[src/rtl/sigmoid_stream.sv]
// sigmoid_stream: three-stage fixed-point sigmoid (PLAN approximation) with a
// global-stall valid/ready handshake and a sideband tag carried alongside.
// Optional build macro: SIGMOID_STREAM_STATS_EN adds stat_samples/stat_saturated.
module sigmoid_stream #(
  parameter int DATA_W = 16,
  parameter int FRAC_W = 12,
  parameter int TAG_W  = 4
) (
  input  logic              clk,
  input  logic              rst,
  input  logic              valid_in,
  output logic              ready_in,
  input  logic [DATA_W-1:0] data_in,
  input  logic [TAG_W-1:0]  tag_in,
  output logic              valid_out,
  input  logic              ready_out,
  output logic [DATA_W-1:0] data_out,
  output logic [TAG_W-1:0]  tag_out
`ifdef SIGMOID_STREAM_STATS_EN
  ,
  output logic [31:0]       stat_samples,
  output logic [31:0]       stat_saturated
`endif
);

  // Constants scaled by 2^FRAC_W
  localparam logic [DATA_W-1:0] ONE    = DATA_W'(1)  << FRAC_W;        // 1.0
  localparam logic [DATA_W-1:0] TH_SAT = DATA_W'(5)  << FRAC_W;        // 5.0
  localparam logic [DATA_W-1:0] TH_HI  = DATA_W'(19) << (FRAC_W - 3);  // 2.375
  localparam logic [DATA_W-1:0] C_HI   = DATA_W'(27) << (FRAC_W - 5);  // 0.84375
  localparam logic [DATA_W-1:0] C_MID  = DATA_W'(5)  << (FRAC_W - 3);  // 0.625
  localparam logic [DATA_W-1:0] C_LO   = DATA_W'(1)  << (FRAC_W - 1);  // 0.5

  if (FRAC_W < 5 || DATA_W - FRAC_W < 4 || TAG_W < 1) begin : g_param_check
    $error("sigmoid_stream: illegal DATA_W/FRAC_W/TAG_W combination");
  end

  // vld_pipe[0]=stage 1, [1]=stage 2, [2]=output register
  logic [2:0]        vld_pipe;
  logic              adv;

  logic [DATA_W-1:0] mag;
  logic [1:0]        rgn;
  logic [DATA_W-1:0] s1_m;
  logic              s1_neg;
  logic [1:0]        s1_rgn;
  logic [TAG_W-1:0]  s1_tag;

  logic [DATA_W-1:0] y_pos;
  logic [DATA_W-1:0] s2_y;
  logic              s2_neg;
  logic [TAG_W-1:0]  s2_tag;

  logic [DATA_W-1:0] res;

  // Whole pipe moves together; the output register is the only stall source
  assign adv       = !vld_pipe[2] || ready_out;
  assign ready_in  = adv;
  assign valid_out = vld_pipe[2];

  // Magnitude (most negative input maps to 2^(DATA_W-FRAC_W-1)) and region select
  always_comb begin
    mag = data_in[DATA_W-1] ? (~data_in + DATA_W'(1)) : data_in;
    rgn = 2'd0;
    if (mag >= TH_SAT)     rgn = 2'd3;
    else if (mag >= TH_HI) rgn = 2'd2;
    else if (mag >= ONE)   rgn = 2'd1;
  end

  // Piecewise-linear segment for the positive half (shifts truncate)
  always_comb begin
    y_pos = ONE;
    case (s1_rgn)
      2'd3:    y_pos = ONE;
      2'd2:    y_pos = (s1_m >> 5) + C_HI;
      2'd1:    y_pos = (s1_m >> 3) + C_MID;
      default: y_pos = (s1_m >> 2) + C_LO;
    endcase
  end

  // Symmetry for negative inputs, clamped to [0, 1.0]
  always_comb begin
    res = s2_y;
    if (s2_neg) res = (s2_y > ONE) ? '0 : ONE - s2_y;
    else        res = (s2_y > ONE) ? ONE : s2_y;
  end

  // Pipeline registers: all stages load together on adv, bubbles included
  always_ff @(posedge clk) begin
    if (rst) begin
      vld_pipe <= '0;
      s1_m     <= '0;
      s1_neg   <= 1'b0;
      s1_rgn   <= 2'd0;
      s1_tag   <= '0;
      s2_y     <= '0;
      s2_neg   <= 1'b0;
      s2_tag   <= '0;
      data_out <= '0;
      tag_out  <= '0;
    end else if (adv) begin
      vld_pipe <= {vld_pipe[1:0], valid_in};
      s1_m     <= mag;
      s1_neg   <= data_in[DATA_W-1];
      s1_rgn   <= rgn;
      s1_tag   <= tag_in;
      s2_y     <= y_pos;
      s2_neg   <= s1_neg;
      s2_tag   <= s1_tag;
      data_out <= res;
      tag_out  <= s2_tag;
    end
  end

`ifdef SIGMOID_STREAM_STATS_EN
  // Count accepted samples and those landing in the saturated region
  always_ff @(posedge clk) begin
    if (rst) begin
      stat_samples   <= '0;
      stat_saturated <= '0;
    end else if (valid_in && adv) begin
      stat_samples <= stat_samples + 32'd1;
      if (rgn == 2'd3) stat_saturated <= stat_saturated + 32'd1;
    end
  end
`endif

endmodule

[config.mk]
export PLATFORM = sky130hd
export DESIGN_NAME = sigmoid_stream
export DESIGN_NICKNAME = d
export VERILOG_FILES = /design/src/rtl/sigmoid_stream.sv
export SDC_FILE = /design/constraint.sdc
export NUM_CORES = 1
export LEC_CHECK = 0
export BUFFER_PORTS_ARGS = -buffer_cell sky130_fd_sc_hd__buf_2
export CAP_MARGIN = 30
export CORE_UTILIZATION = 57
export DETAILED_ROUTE_END_ITERATION = 12
export GPL_ROUTABILITY_DRIVEN = 0
export HOLD_SLACK_MARGIN = 0.08
export PLACE_DENSITY = 0.83
export SLEW_MARGIN = 20
export SYNTH_ARGS = -nofsm -noshare
export SYNTH_HDL_FRONTEND = slang
export SYNTH_SLANG_ARGS = --single-unit
[constraint.sdc]
create_clock -name clk -period 2.8 [get_ports clk]
set_input_delay 0.14 -clock clk [delete_from_list [all_inputs] [get_ports clk]]
set_output_delay 0.14 -clock clk [all_outputs]
set_load 0.01 [all_outputs]
==> metrics.md <==
| Metric | Value |
|---|---|
| TritonRoute pass-1 iters | `4` |
| Routed wire length | `6820 um` |
| Reg area | `0.00128 sq mm` |
| Tcrit/Tclk final | `89.8%` |
| Pwr per Cell Area | `618 mW/mm^2` |
| Placement Setup Slack | `0.289 ns` |
| Main combinational cell family by area after synthesis | `simple AND/OR/NAND/NOR gates` |
| RSZ-0062 raised after global routing | `no` |
| F_max | `0.398 GHz` |
| Fin Clk Skew | `0.00740 ns` |
| Seq pwr share | `44.8%` |
| Final min period | `2.51 ns` |
| CTS Root Cell | `clkbuf_8` |
| Crit path buf inv count | `1` |
| Hold Crit Depth | `3` |
| Gr ovfl total | `0` |
| Setup TNS | `0 ns` |
| CP max FO | `11` |
| Leak | `1.54 nW` |
| # nets final | `481` |
| Post-synth EDFFs | `0` |
| DR iter-0 viols | `122` |
| Fillers | `460` |
| Most frequent cells in the layout | `nand2_1 (65), dfxtp_1 (64), buf_2 (45), nor2_1 (43), a21oi_1 (32)` |
| Register area share after synthesis | `39.6%` |
| Cells after Synth | `409` |
| Clk buf depth | `2` |
| Placeable core area | `0.00547 sq mm` |
| Crit path cell chain | `inv_1 > ha_1 > or3b_4 > or3_4 > or4_4 > a211o_1 > o21ai_0` |
| Port Buffers | `45` |
| Vias in the first global route | `2763` |
| Via Count | `2936` |
| Worst path depth | `7` |
| Hold Fails Final Rpt | `0` |
| Synth Area in Compound Gates | `20.3%` |
| Mapped Avg Cell Area | `7.90 sq um` |
| First-pass GRT wire length | `11900 um` |
| Fraction of layout instances using a drive strength above 1 | `17.0%` |
| Via density | `5.58` |
| Status | `complete, no violations` |
| Rows | `27` |
| Slowest CP cell | `a211o_1` |
| Syn nets | `441` |
| Routed length per instance | `13.0 um` |
| CP endpoint kind | `register` |
| CP max stage delay | `0.46 ns` |
| Synth Area in Simple Gates | `22.6%` |
| Clk Latency, worst-skew pair | `0.34 ns` |
| Post-synthesis xor/xnor area fraction | `6.77%` |
| Slew at the pin closest to its max-slew limit | `0.710 ns` |
| P&R area growth vs syn | `16.7%` |
| Clock power frac | `38.8%` |
| Setup crit start kind | `register` |
| WP data required | `3.07 ns` |
| Total clock sinks | `64` |
| N_diodes | `0` |
| Die extent in x | `77.3 um` |
| Yosys reg bits | `64` |
| Commonest non-fill, non-tap cell in the layout | `nand2_1` |
| P_sw | `629 uW` |
| Endpoints failing setup | `0` |
| Multi-input gate area | `0.00179 sq mm` |
| Largest net degree at the start of global routing | `47` |
| H-tree lvl count | `3` |
| Post-detail-place hpwl | `4740 um` |
| Max Cap Viol | `0` |
| Die area | `0.00598 sq mm` |
| VDD IR max | `315 uV` |
| Yosys Warn Count | `0` |
| Adder-Cell Fraction of Synth Area | `3.10%` |
| WS Path Type | `reg2reg` |
| IO Count | `46` |
| Asr flop ratio synth | `0%` |
| Post-layout worst setup margin | `0.286 ns` |
| Clock buffer count from CTS | `9` |
| Die H | `77.3 um` |
| Cell family with most CP delay | `simple AND/OR/NAND/NOR gates` |
| Final max-slew violation count | `0` |
| GRT Util Overall | `24.5%` |
| Post-Syn Area | `0.00323 sq mm` |
| Initial antenna violation count | `0` |
| Min-delay worst type | `in2reg` |
| Internal power | `1.70 mW` |
| # DRC | `0` |
| Most used DFF post-synth | `dfxtp_1` |
| Combinational group share of total power | `16.5%` |
| Reg clk slew, reported paths | `0.07 ns` |
| Crit path DAT | `2.78 ns` |
| Mux cell area share after synthesis | `2.48%` |
| Slew Limit Headroom | `52.5%` |
| Sw Share | `27.0%` |
| Post-DRT Antenna Nets | `0` |
| Post-synth cell types | `46` |
| Initial Util | `59.1%` |
| Reg2Reg Depth | `7` |
| CTS tree | `built` |
-- per-stage QoR --
step | total power, mW | instance area [sq um] | util [%] | cells | hold WS, ns
finish | 2.33 | 3770 | 69.0 | 526 | 0.133
floorplan | 1.33 | 3230 | - | 409 | 0.280
detailed placement | 1.44 | 3490 | 63.8 | 505 | 0.391
global placement | 1.42 | 3490 | 63.8 | 505 | 0.386
CTS | 2.34 | 3770 | 69.0 | 526 | 0.124
global route | 2.44 | 3770 | 69.0 | 526 | 0.155
-- cells in the mapped netlist, types with 4 or more instances --
library cell	n	area, sq um
nand2_1	65	244
dfxtp_1	64	1280
nor2_1	43	161
a21oi_1	32	160
clkbuf_1	22	82.6
a211oi_1	19	143
xor2_1	17	149
inv_1	14	52.6
nor3_1	14	70.1
o21ai_0	12	60.1
ha_1	8	100
mux2i_1	8	80.1
xnor2_1	8	70.1
o21ai_1	7	35.0
a31oi_1	6	37.5
nand3_1	6	30.0
nor2b_1	6	37.5
or3_1	6	37.5
o31ai_1	5	37.5
buf_1	4	15.0
-- path summary, 6_finish.rpt --
| path | start | endpoint | slack, ns |
|---|---|---|---|
| worst min-delay path | data_in[2] | s1_m[2]$_SDFFE_PP0P_ | 0.13 |
| worst min register to register | data_out[10]$_SDFFE_PP0P_ | data_out[10]$_SDFFE_PP0P_ | 0.45 |
| worst max register to register | s2_y[0]$_SDFFE_PP0P_ | data_out[3]$_SDFFE_PP0P_ | 0.29 |
| worst max-delay path | s2_y[0]$_SDFFE_PP0P_ | data_out[3]$_SDFFE_PP0P_ | 0.29 |
-- sequential cells by signal, indices dropped and copies added (netlist names) --
register and flops:
data_out 16, s1_m 14, s1_neg 1, s1_rgn 2, s1_tag 4, s2_neg 1, s2_tag 4, s2_y 15
tag_out 4, vld_pipe 3
-- area by class of cell --
class / instances / area share (%)
Sequential cell: 64 / 34.0
Clock inverter: 4 / 2.02
Multi-Input combinational cell: 303 / 47.5
Timing Repair Buffer: 56 / 8.49
Inverter: 15 / 1.49
Tap cell: 72 / 2.39
Clock buffer: 12 / 4.11
-- power by group through the flow --
stage	combinational (mW)	clock (mW)	sequential, mW
3_3_place_gp	0.364	0	1.06
4_1_cts	0.383	0.910	1.04
6_report	0.384	0.903	1.04
2_1_floorplan	0.283	0	1.05
3_5_place_dp	0.375	0	1.06
5_1_grt	0.431	0.953	1.05
-- kinds of logic after synthesis --
| logic type | after synthesis |
|---|---|
| compound gates | 102 |
| xor+xnor | 25 |
| fa+ha+maj | 8 |
| buf+inv | 42 |
| flops | 64 |
| mux | 8 |
| simple gates | 160 |
-- worst reg2reg max path, cell delays in order, from the launching register on --
cell,delay (ns)
dfxtp_1,0.34
inv_1,0.10
ha_1,0.18
or3b_4,0.39
or3_4,0.35
or4_4,0.42
a211o_1,0.46
o21ai_0,0.20
-- metal layers --
| metal | GRT usage (%) | up-vias | wire length [um] |
|---|---|---|---|
| li1 | - | 1509 | - |
| met1 | 28.5 | 1345 | 3090 |
| met2 | 44.2 | 70 | 3400 |
| met3 | 2.98 | 12 | 236 |
| met4 | 11.7 | 0 | 98 |
| met5 | 0 | - | 0 |
-- what timing repair did --
action,CTS,global route
setup buffers,0,0
gates resized for setup,0,0
endpoints found under the hold margin,5,0
hold buffers,5,0
setup endpoints to repair,0,0
Note: power is estimated with default switching activity, not from simulation.
